==> config.mk <==
export PLATFORM = sky130hd
export DESIGN_NAME = tinyqv_sram_mem_ctrl
export DESIGN_NICKNAME = d
export VERILOG_FILES = /design/src/rtl/tinyqv_sram_mem_ctrl_pkg.sv /design/src/rtl/tinyqv_sram_mem_ctrl.sv
export SDC_FILE = /design/constraint.sdc
export NUM_CORES = 1
export LEC_CHECK = 0
export BUFFER_PORTS_ARGS = -buffer_cell sky130_fd_sc_hd__buf_4
export CAP_MARGIN = 0
export CELL_PAD_IN_SITES_DETAIL_PLACEMENT = 1
export CELL_PAD_IN_SITES_GLOBAL_PLACEMENT = 1
export CORE_ASPECT_RATIO = 0.6
export CORE_UTILIZATION = 39
export DETAILED_ROUTE_END_ITERATION = 8
export PLACE_DENSITY = 0.92
export RECOVER_POWER = 100
export SLEW_MARGIN = 20
export SYNTH_ARGS = -nofsm -noshare
export SYNTH_HDL_FRONTEND = slang
export SYNTH_SLANG_ARGS = --single-unit
==> constraint.sdc <==
create_clock -name clk -period 6.4 [get_ports clk]
set_clock_uncertainty 0.15 [all_clocks]
set_input_delay 1.28 -clock clk [delete_from_list [all_inputs] [get_ports clk]]
set_output_delay 1.28 -clock clk [all_outputs]
set_load 0.02 [all_outputs]
==> src/rtl/tinyqv_sram_mem_ctrl_pkg.sv <==
// rtl/tinyqv_sram_mem_ctrl_pkg.sv - access size codes and lane helpers for the SRAM memory controller
package tinyqv_sram_mem_ctrl_pkg;

  localparam logic [1:0] MEM_BYTE = 2'b00;
  localparam logic [1:0] MEM_HALF = 2'b01;
  localparam logic [1:0] MEM_WORD = 2'b10;
  localparam logic [1:0] MEM_IDLE = 2'b11;

  // Byte stores land in the lane selected by the byte-address LSB.
  function automatic logic [1:0] byte_lane_be(input logic b0);
    return b0 ? 2'b10 : 2'b01;
  endfunction

endpackage

==> src/rtl/tinyqv_sram_mem_ctrl.sv <==
// rtl/tinyqv_sram_mem_ctrl.sv - instruction-stream and data-access responder over a 16-bit synchronous SRAM
module tinyqv_sram_mem_ctrl
  import tinyqv_sram_mem_ctrl_pkg::*;
#(
  parameter int SRAM_AW = 15
) (
  input  logic               clk,
  input  logic               rst,

  input  logic [23:1]        instr_addr,
  input  logic               instr_fetch_restart,
  input  logic               instr_fetch_stall,
  output logic               instr_fetch_started,
  output logic               instr_fetch_stopped,
  output logic [15:0]        instr_data_in,
  output logic               instr_ready,

  input  logic [27:0]        data_addr,
  input  logic [1:0]         data_write_n,
  input  logic [1:0]         data_read_n,
  input  logic               data_read_complete,
  input  logic [31:0]        data_out,
  input  logic               data_continue,
  output logic               data_ready,
  output logic [31:0]        data_in,

  output logic [SRAM_AW-1:0] sram_addr,
  output logic               sram_en,
  output logic               sram_we,
  output logic [1:0]         sram_be,
  output logic [15:0]        sram_wdata,
  input  logic [15:0]        sram_rdata
);

  typedef enum logic [2:0] {
    S_IDLE,
    S_IFETCH,
    S_DACC,
    S_DACC2,
    S_DRESP,
    S_DDONE
  } state_t;

  state_t             state_q, state_d;
  logic [SRAM_AW-1:0] fetch_ptr_q, fetch_ptr_d;
  logic               ifetch_rd_q, ifetch_rd_d;

  logic               acc_write_q;
  logic [1:0]         acc_size_q;
  logic [SRAM_AW-1:0] acc_addr_q;
  logic               acc_b0_q;
  logic [31:0]        acc_wdata_q;

  logic [15:0]        rd_lo_q;
  logic               rd_done_q;
  logic [31:0]        data_in_q;

  logic               req_idle;
  logic               data_req;
  logic               accept;
  logic               wr_done;
  logic [SRAM_AW-1:0] acc_hi_addr;
  logic [SRAM_AW-1:0] fetch_next;

  logic               unused_inputs;
  assign unused_inputs = ^{data_read_complete, data_continue,
                           data_addr[23:SRAM_AW+1], instr_addr[23:SRAM_AW+1]};

  assign req_idle    = (data_read_n == MEM_IDLE) && (data_write_n == MEM_IDLE);
  assign data_req    = !req_idle && (data_addr[27:24] == 4'h0);
  assign acc_hi_addr = acc_addr_q + SRAM_AW'(1);
  assign fetch_next  = fetch_ptr_q + SRAM_AW'(1);

  always_comb begin
    state_d             = state_q;
    fetch_ptr_d         = fetch_ptr_q;
    ifetch_rd_d         = 1'b0;
    accept              = 1'b0;
    wr_done             = 1'b0;
    sram_en             = 1'b0;
    sram_we             = 1'b0;
    sram_be             = 2'b11;
    sram_addr           = '0;
    sram_wdata          = 16'h0;
    instr_fetch_started = 1'b0;
    instr_fetch_stopped = 1'b0;

    if (!rst) begin
      case (state_q)
        S_IDLE, S_IFETCH: begin
          if (data_req) begin
            accept              = 1'b1;
            instr_fetch_stopped = (state_q == S_IFETCH);
            state_d             = S_DACC;
          end else if (instr_fetch_restart) begin
            sram_en             = 1'b1;
            sram_addr           = instr_addr[SRAM_AW:1];
            fetch_ptr_d         = instr_addr[SRAM_AW:1];
            ifetch_rd_d         = 1'b1;
            instr_fetch_started = 1'b1;
            state_d             = S_IFETCH;
          end else if (state_q == S_IFETCH && !instr_fetch_stall) begin
            sram_en     = 1'b1;
            sram_addr   = fetch_next;
            fetch_ptr_d = fetch_next;
            ifetch_rd_d = 1'b1;
          end
        end

        S_DACC: begin
          sram_en   = 1'b1;
          sram_we   = acc_write_q;
          sram_addr = acc_addr_q;
          if (acc_write_q) begin
            if (acc_size_q == MEM_BYTE) begin
              sram_be    = byte_lane_be(acc_b0_q);
              sram_wdata = {2{acc_wdata_q[7:0]}};
            end else begin
              sram_wdata = acc_wdata_q[15:0];
            end
          end
          if (acc_size_q == MEM_WORD) begin
            state_d = S_DACC2;
          end else if (acc_write_q) begin
            wr_done = 1'b1;
            state_d = S_DDONE;
          end else begin
            state_d = S_DRESP;
          end
        end

        S_DACC2: begin
          sram_en   = 1'b1;
          sram_we   = acc_write_q;
          sram_addr = acc_hi_addr;
          if (acc_write_q) begin
            sram_wdata = acc_wdata_q[31:16];
            wr_done    = 1'b1;
            state_d    = S_DDONE;
          end else begin
            state_d = S_DRESP;
          end
        end

        S_DRESP: state_d = S_DDONE;

        // A request still held after completion must not be re-issued.
        S_DDONE: if (req_idle) state_d = S_IDLE;

        default: state_d = S_IDLE;
      endcase
    end
  end

  always_ff @(posedge clk) begin
    if (rst) begin
      state_q     <= S_IDLE;
      fetch_ptr_q <= '0;
      ifetch_rd_q <= 1'b0;
      acc_write_q <= 1'b0;
      acc_size_q  <= MEM_IDLE;
      acc_addr_q  <= '0;
      acc_b0_q    <= 1'b0;
      acc_wdata_q <= 32'h0;
      rd_lo_q     <= 16'h0;
      rd_done_q   <= 1'b0;
      data_in_q   <= 32'h0;
    end else begin
      state_q     <= state_d;
      fetch_ptr_q <= fetch_ptr_d;
      ifetch_rd_q <= ifetch_rd_d;
      rd_done_q   <= (state_q == S_DRESP);

      if (accept) begin
        acc_write_q <= (data_write_n != MEM_IDLE);
        acc_size_q  <= (data_write_n != MEM_IDLE) ? data_write_n : data_read_n;
        acc_addr_q  <= data_addr[SRAM_AW:1];
        acc_b0_q    <= data_addr[0];
        acc_wdata_q <= data_out;
      end

      // The low half of a word read arrives while the high half is being read.
      if (state_q == S_DACC2 && !acc_write_q) rd_lo_q <= sram_rdata;

      if (state_q == S_DRESP) begin
        case (acc_size_q)
          MEM_BYTE: data_in_q <= {24'h0, acc_b0_q ? sram_rdata[15:8] : sram_rdata[7:0]};
          MEM_HALF: data_in_q <= {16'h0, sram_rdata};
          default:  data_in_q <= {sram_rdata, rd_lo_q};
        endcase
      end
    end
  end

  assign instr_ready   = ifetch_rd_q;
  assign instr_data_in = ifetch_rd_q ? sram_rdata : 16'h0;
  assign data_ready    = wr_done | rd_done_q;
  assign data_in       = data_in_q;

endmodule

==> results of run 1 <==
## registers in the layout, indices dropped and copies added (netlist names), 2 cells and up
signal and cells:
acc_addr_q 15, acc_size_q 2, acc_wdata_q 32, data_in 32
fetch_ptr_q 15, rd_lo_q 16, state_q 3
## routing by layer
metal	up-vias	part of all wire	track usage
met5	-	0	0
met4	0	0.021	0.0914
met3	47	0.076	0.0738
met2	247	0.45	0.441
met1	3102	0.45	0.382
li1	3009	-	-
## stage by stage
| step | total power, W | hold slack (ns) |
|---|---|---|
| floorplan | 0.000977 | 0.283 |
| global placement | 0.00110 | 0.289 |
| detailed placement | 0.00111 | 0.296 |
| CTS | 0.00214 | 0.308 |
| global route | 0.00217 | 0.331 |
| finish | 0.00212 | 0.312 |
## report_power, final
group	internal [W]	leakage, nW	switching [W]
Clock	0.000634	0.302	0.000401
Sequential	0.000772	0.966	0.0000331
Combinational	0.000101	1.47	0.000174
Total	0.00151	2.74	0.000609
## final timing paths
path,start,end,cells after the start
setup / recovery,instr_fetch_restart,sram_addr[9],7
hold / removal,rd_lo_q[3],rd_lo_q[3],2
setup reg to reg,state_q[2],acc_size_q[1],4
hold reg to reg,rd_lo_q[3],rd_lo_q[3],2
## layout by cell type (no fill, tap or decap), types with 3 or more instances in the layout
| cell | netlist | final |
|---|---|---|
| or3_1 | 3 | 3 |
| nand3_1 | 13 | 13 |
| inv_1 | 7 | 7 |
| a22o_1 | 17 | 17 |
| clkinv_4 | 0 | 4 |
| nand2b_1 | 5 | 5 |
| a31oi_1 | 9 | 9 |
| nand2_1 | 180 | 181 |
| clkbuf_16 | 0 | 17 |
| a22oi_1 | 8 | 8 |
| o21ai_0 | 28 | 30 |
| a221o_1 | 8 | 8 |
| nor3b_1 | 3 | 3 |
| a211oi_1 | 8 | 8 |
| nor3_1 | 15 | 15 |
| nand3b_1 | 5 | 5 |
| mux2i_1 | 9 | 9 |
| and2_1 | 20 | 20 |
| o211ai_1 | 5 | 5 |
| nand4_1 | 8 | 8 |
| a21oi_1 | 110 | 110 |
| dfxtp_1 | 119 | 119 |
| and4_1 | 5 | 5 |
| xnor2_1 | 12 | 12 |
| nor2b_1 | 6 | 6 |
| buf_4 | 2 | 95 |
| bufinv_16 | 0 | 3 |
| inv_6 | 0 | 3 |
| o31ai_1 | 6 | 6 |
| xor2_1 | 10 | 10 |
| nor2_1 | 73 | 73 |
| ha_1 | 3 | 3 |
| clkbuf_1 | 37 | 87 |
## layout make-up
cell class	instances	area share
clock buffers	18	0.0582
clock inverters	14	0.0250
inverters	7	0.00348
multi-input cells	601	0.426
flip-flops and latches	119	0.315
well taps	198	0.0328
repair buffers	183	0.139
## kinds of logic after synthesis
family | count (synthesis) | share of synthesized area
compound gates | 217 | 0.226
fa+ha+maj | 3 | 0.00634
buf+inv | 67 | 0.0507
xor+xnor | 22 | 0.0326
flops | 119 | 0.403
mux | 10 | 0.0171
simple gates | 349 | 0.264
## critical path, delay by kind of cell
kind / cells / cell delay, ns
buffers and inverters: 2 / 0.86
AND/OR/NAND/NOR: 2 / 1.13
AO/OA/AOI/OAI: 3 / 0.76
==> flow_metrics.tcl, run 1 <==
set metrics [dict create \
    dp_cells 1108 \
    dieWidth_um 161 \
    core_area_mm2 0.0146 \
    endpoint_kind "primary output" \
    grtUsageTotal 0.284 \
    num_vias 6405 \
    setup_tns_ns 0 \
    rrSetupSlack_ns 3.52 \
    synth.avg_cell_area_um2 7.52 \
    hold_viol 0 \
    detail-route-antenna-nets 0 \
    synth_top_area_frac 0.403 \
    crit_required_ns 4.97 \
    slowest_stage "nor3b_1" \
    drtPass1Iterations 5 \
    cp.arrival_ns 4.05 \
    min_period_over_period 0.857 \
    clk-insertion-delay-late_ns 0.43 \
    synth-main-ff-cell "dfxtp_1" \
    area_delta_synth_final_pct 27.6 \
    netlist_area_mm2 0.00592 \
    ys_seq_elements 119 \
    ys_types 57 \
    grt_pass1_vias 6513 \
    synth.most_common_cell "nand2_1" \
    seq_area_frac_synth 0.403 \
    syn_nets 899 \
    ys_warn_count 0 \
    post-cts-setup-buffers 0 \
    wl_per_cell_um 19.2 \
    cp_max_fo 34 \
    max_freq_ghz 0.182 \
    dp_hpwl_um 14400 \
    worst_slew_pin_slew_ns 1.79 \
    vias_per_cell 5.62 \
    utilization 0.516 \
    synth_common_cells "nand2_1 (180), dfxtp_1 (119), a21oi_1 (110)" \
    seqCellArea_mm2 0.00238 \
    grt.overflow.total 0 \
    power.density_mw_per_mm2 280 \
    worst_hold_path_type "reg2reg" \
    cts_resized 0 \
    setup_ws_ns 0.917 \
    start_util 0.404 \
    route.detailed.drc 0 \
    synth_edf_count 0 \
    dpl_cell_area_mm2 0.00726 \
    finalSetupViolCount 0 \
    fin_crit_ns 5.48 \
    synth.largest_area_cell "dfxtp_1" \
    hold_buffers 0 \
    dp_slack_ns 1.65 \
    cts_tree "done" \
    ir_drop_mv 0.145 \
    slew_headroom -0.197 \
    die_h_um 97.4 \
    fill_cells 1886 \
    clkSinkCount 119 \
    finalNonFillerCells 1140 \
    diodes 0 \
    crit_chain "clkbuf_1, nor3b_1, o211ai_1, nor3_1, a31oi_1, a31oi_1, clkbuf_1" \
    layout-drive-gt1-share 0.143 \
    multi_input_area_mm2 0.00322 \
    clockBufferDepth 2 \
    drtIter0Drc 522 \
    final_area_mm2 0.00755 \
    rows 34 \
    clkSlewWorstSetupHoldPaths_ns 0.06 \
    rsz0062_at_grt "false" \
    cap_viol_max_count 3 \
    grt_max_degree 72 \
    drv_slew 129 \
    status "finished, violations left" \
    grt_pass1_wl_um 34900 \
    yosys-top-cells-area "dfxtp_1 (40%), nand2_1 (11%), a21oi_1 (9.3%)" \
    gp_congestion 0.895 \
    final_net_count 1041 \
    ios 196 \
    critPathLaunchType "primary input" \
    antenna_found_initial 0 \
    failed_checks "max-capacitance violations, max-slew violations" \
    p_leak_nw 2.74 \
    cp_slowest_stage_delay_ns 0.92 \
    dieArea_mm2 0.0157 \
    async_reset_ff_frac 0 \
    cts_root_buffer "clkbuf_16" \
    cts_max_level 4 \
    io_buffer_count 177 \
    wl_um 21900 \
    cts_made_buffers 17 \
    syn_inst 787 \
    critPathKind "in2out" \
]
Power figures use the tool's default switching activity.
==> inputs of run 2 (changes only) <==
- BUFFER_PORTS_ARGS: -buffer_cell sky130_fd_sc_hd__buf_4 -> -buffer_cell sky130_fd_sc_hd__buf_2
==> flow_metrics.tcl, run 2 (synthesized netlist as in run 1, its figures left out) <==
set metrics [dict create \
    status "finished, violations left" \
    failed_checks "max-capacitance violations, max-slew violations" \
    cts_resized 0 \
    area_delta_synth_final_pct 22.9 \
    detail-route-antenna-nets 0 \
    slowest_stage "nor3b_1" \
    final_area_mm2 0.00727 \
    cts_made_buffers 17 \
    p_comb_frac 0.127 \
    wl_per_cell_um 18.3 \
    worst_slew_pin_slew_ns 1.75 \
    layout_commonest_cell "nand2_1" \
    p_leak_nw 2.63 \
    clkSinkCount 119 \
    gp_congestion 0.891 \
    crit_chain "clkbuf_1, nor3b_1, nand2_1, nor2_1, a32oi_1, a21oi_1, clkbuf_1" \
    cp.depth 7 \
    dpl_cell_area_mm2 0.00682 \
    dp_hpwl_um 14300 \
    timing.rr.end "acc_size_q[1]" \
    crit_start "instr_fetch_restart" \
    grtUsageTotal 0.267 \
    max_freq_ghz 0.181 \
    rrSetupSlack_ns 3.54 \
    rsz0062_at_grt "false" \
    drtPass1Iterations 5 \
    die_h_um 97.4 \
    crit_top_cell "clkbuf_1" \
    swShare 0.303 \
    ir_drop_mv 0.113 \
    cts_root_buffer "clkbuf_16" \
    post-cts-setup-buffers 0 \
    drtIter0Drc 468 \
    cts_max_level 4 \
    route.detailed.drc 0 \
    grt_max_degree 82 \
    hold_viol 0 \
    final_net_count 1041 \
    vias_per_cell 5.58 \
    rows 34 \
    reg2reg_from "state_q[2]" \
    layout-drive-gt1-share 0.139 \
    slew_headroom -0.171 \
    drv_slew 89 \
    cap_viol_max_count 2 \
    cp_max_fo 34 \
    cts_tree "done" \
    finalNonFillerCells 1140 \
    clk-insertion-delay-late_ns 0.43 \
    endpoint_kind "primary output" \
    power.density_mw_per_mm2 278 \
    io_buffer_count 177 \
    diodes 0 \
    power_w 0.00202 \
    core_area_mm2 0.0146 \
    endpoint "sram_addr[8]" \
    cp_slowest_stage_delay_ns 0.92 \
    pwr-share-seq 0.398 \
    grt_pass1_vias 6253 \
    hold_buffers 0 \
    wl_um 20800 \
    fin_crit_ns 5.54 \
    grt.overflow.total 0 \
    critPathKind "in2out" \
    clkSlewWorstSetupHoldPaths_ns 0.06 \
    cp.arrival_ns 4.11 \
    cpLargestDelayFamily "simple AND/OR/NAND/NOR gates" \
    cp_num_buf_inv 2 \
    antenna_found_initial 1 \
    num_vias 6366 \
    setup_tns_ns 0 \
    dp_cells 1108 \
    clockBufferDepth 2 \
    dieWidth_um 161 \
    final_cell_mix "nand2_1 (181), dfxtp_1 (119), a21oi_1 (110), clkbuf_1 (90), buf_2 (89)" \
    crit_required_ns 4.97 \
    finalSetupViolCount 0 \
    worst_hold_path_type "reg2reg" \
    min_period_over_period 0.865 \
    p_clk_frac 0.475 \
    ios 196 \
    r2r_cells 4 \
    start_util 0.404 \
    critPathLaunchType "primary input" \
    dieArea_mm2 0.0157 \
    switching_power_w 0.000612 \
    p_int_w 0.00141 \
    grt_pass1_wl_um 32900 \
]
## run 2: cell count changes in the layout (fill, tap and decap cells not counted), sizes merged
| cell | delta |
|---|---|
| inv | +6 |
| buf | -2 |
| bufinv | -2 |
| clkinv | -2 |
| clkbuf | +1 |
| clkinvlp | -1 |
## run 2: layout make-up
cell class | count | area (um2)
clock inverters | 15 | 155
multi-input cells | 601 | 3220
flip-flops and latches | 119 | 2380
clock buffers | 17 | 425
inverters | 7 | 26.3
well taps | 198 | 248
fillers | 1923 | 7360
repair buffers | 183 | 813
## run 2: worst register-to-register path, cell delays in order, from the launching register on
cell and delay [ns]:
dfxtp_1 0.41, nor2_1 0.39, nand2_1 1.10, nor3_1 0.60, a211o_1 0.17
## run 2: metrics by stage
| stage | hold WS (ns) | worst slack, ns | util |
|---|---|---|---|
| 6_report | 0.308 | 0.863 | 0.497 |
| 5_1_grt | 0.326 | 0.678 | 0.497 |
| 4_1_cts | 0.308 | 1.51 | 0.506 |
| 3_5_place_dp | 0.299 | 1.54 | 0.466 |
| 3_3_place_gp | 0.290 | 1.63 | 0.466 |
| 2_1_floorplan | 0.283 | 2.31 | - |
## run 2: metal layers
metal,up-vias,part of all wire,GRT usage
met1,3120,0.47,0.367
met3,28,0.066,0.0610
met4,2,0.013,0.0784
li1,3007,-,-
met2,209,0.45,0.413
met5,-,0.00048,0
## run 2: how the worst min path moves through the flow
stage,startpoint,endpoint,slack [ns],cells past startpoint
2_1_floorplan,acc_wdata_q[10],acc_wdata_q[10],0.28,2
3_3_place_gp,acc_wdata_q[9],acc_wdata_q[9],0.29,2
3_5_place_dp,acc_wdata_q[27],acc_wdata_q[27],0.30,2
4_1_cts,acc_wdata_q[23],acc_wdata_q[23],0.31,2
5_1_grt,acc_wdata_q[13],acc_wdata_q[13],0.33,2
6_report,acc_wdata_q[13],acc_wdata_q[13],0.31,2
## run 2: power groups by stage
stage	Clock [W]	Combinational, W	Sequential, W
6_report	0.000961	0.000257	0.000803
4_1_cts	0.000966	0.000265	0.000802
3_5_place_dp	0	0.000261	0.000818
5_1_grt	0.00101	0.000278	0.000808
3_3_place_gp	0	0.000254	0.000816
2_1_floorplan	0	0.000154	0.000823
==> inputs of run 3 (changes only) <==
- CORE_UTILIZATION: 39 -> 36
- PLACE_DENSITY: 0.92 -> 0.86
- clock period: 6.4 -> 6.2 ns (I/O delays scaled with it)
==> flow_metrics.tcl, run 3 (synthesized netlist as in run 1, its figures left out) <==
set metrics [dict create \
    status "finished, violations left" \
    failed_checks "max-capacitance violations, max-slew violations" \
    critPathKind "reg2out" \
    ir_drop_mv 0.181 \
    vias_per_cell 5.39 \
    cp_slowest_stage_delay_ns 1.42 \
    slew_headroom -0.503 \
    clk-insertion-delay-late_ns 0.42 \
    core_area_mm2 0.0157 \
    detail-route-antenna-nets 0 \
    r2r_cells 5 \
    fin_crit_ns 5.33 \
    cp.arrival_ns 3.94 \
    grt.overflow.total 0 \
    antenna_found_initial 0 \
    area_delta_synth_final_pct 22.9 \
    power.density_mw_per_mm2 283 \
    rsz0062_at_grt "false" \
    num_vias 6176 \
    clkSinkCount 119 \
    hold_viol 0 \
    clockBufferDepth 2 \
    crit_required_ns 4.81 \
    ios 196 \
    clkSlewWorstSetupHoldPaths_ns 0.06 \
    timing.rr.end "data_in[21]" \
    io_buffer_count 177 \
    reg2reg_from "state_q[0]" \
    hp-start "acc_wdata_q[14]" \
    min_path_cells 2 \
    power_w 0.00206 \
    endpoint_kind "primary output" \
    post-cts-setup-buffers 0 \
    grt_max_degree 59 \
    max_freq_ghz 0.188 \
    dieArea_mm2 0.0170 \
    worst_slew_pin_slew_ns 2.25 \
    grt_pass1_vias 6040 \
    dieWidth_um 168 \
    hold_end "acc_wdata_q[14]" \
    diodes 0 \
    gp_congestion 0.860 \
    grtUsageTotal 0.242 \
    p_clk_frac 0.469 \
    crit_chain "clkbuf_1, nor2b_1, o221ai_2, clkbuf_1, nor2_1, o211ai_1, o21ai_0, clkbuf_1" \
    p_int_w 0.00145 \
    swShare 0.297 \
    fill_cells 2032 \
    hold_buffers 0 \
    cts_resized 0 \
    setup_ws_ns 0.869 \
    die_h_um 101 \
    layout_commonest_cell "nand2_1" \
    dp_hpwl_um 14100 \
    cts_max_level 4 \
    cap_viol_max_count 3 \
    route.detailed.drc 0 \
    p_comb_frac 0.128 \
    drtIter0Drc 340 \
    min_period_over_period 0.860 \
    wl_per_cell_um 17.7 \
    wl_um 20300 \
    drv_slew 145 \
    final_cell_mix "nand2_1 (181), dfxtp_1 (119), a21oi_1 (110), buf_2 (93), clkbuf_1 (87)" \
    worst_hold_path_type "reg2reg" \
    start_util 0.377 \
    crit_top_cell "clkbuf_1" \
    grt_pass1_wl_um 32100 \
    cts_tree "done" \
    rrSetupSlack_ns 1.92 \
    cp_max_fo 39 \
    drtPass1Iterations 4 \
    dp_slack_ns 1.44 \
    critPathLaunchType "register" \
    final_net_count 1042 \
    rows 35 \
    slowest_stage "clkbuf_1" \
    cts_made_buffers 17 \
    p_leak_nw 2.64 \
    switching_power_w 0.000612 \
    pwr-share-seq 0.403 \
    setup_tns_ns 0 \
    layout-drive-gt1-share 0.143 \
    cts_root_buffer "clkbuf_16" \
    finalSetupViolCount 0 \
]
[run 3: cell count changes in the layout (fill, tap and decap cells not counted), moves of 2 or more]
cell and delta:
inv_6 -2, clkbuf_1 -3, buf_2 +4, clkinvlp_4 +3
[run 3: layout make-up]
cell class	count	area, um2	area share
well taps	203	254	0.0349
multi-input cells	601	3220	0.443
repair buffers	184	820	0.113
flip-flops and latches	119	2380	0.328
clock inverters	14	140	0.0193
inverters	7	26.3	0.00361
clock buffers	17	425	0.0585
[run 3: worst max path at each step]
| stage | start | endpoint | slack (ns) | cells after the start |
|---|---|---|---|---|
| 4_1_cts | instr_fetch_restart | sram_addr[4] | 1.40 | 7 |
| 2_1_floorplan | data_addr[25] | sram_addr[9] | 2.19 | 6 |
| 5_1_grt | state_q[0] | sram_addr[7] | 0.64 | 8 |
| 6_report | state_q[0] | sram_addr[7] | 0.87 | 8 |
| 3_5_place_dp | instr_fetch_restart | sram_addr[4] | 1.44 | 7 |
| 3_3_place_gp | instr_fetch_restart | sram_addr[3] | 1.52 | 7 |
[run 3: critical path: cells and delay by family (launching register included)]
kind,cells,cell delay [ns]
buf+inv,3,2.02
simple gates,2,0.68
compound gates,3,0.50
flops,1,0.32
[run 3: metrics by stage]
| step | utilization | instances | cell area, um2 | hold WS, ns |
|---|---|---|---|---|
| after floorplan | - | 787 | 5920 | 0.283 |
| after global placement | 0.436 | 1114 | 6840 | 0.291 |
| after detailed placement | 0.436 | 1114 | 6840 | 0.298 |
| after CTS | 0.472 | 1145 | 7400 | 0.308 |
| after global routing | 0.464 | 1145 | 7270 | 0.323 |
| final | 0.464 | 1145 | 7270 | 0.308 |
[run 3: layer usage]
metal,share of wire,vias up,global-route usage
li1,-,3010,-
met1,0.48,2941,0.323
met2,0.45,199,0.399
met3,0.052,26,0.0430
met4,0.016,0,0.0812
met5,0,-,0
[run 3: power by group through the flow]
stage                     Combinational (W)  Sequential, W  Clock, W
final                              0.000263       0.000829  0.000967
after global routing               0.000287       0.000834   0.00101
after CTS                          0.000271       0.000828  0.000977
after detailed placement           0.000269       0.000844         0
after global placement             0.000262       0.000843         0
after floorplan                    0.000158       0.000850         0
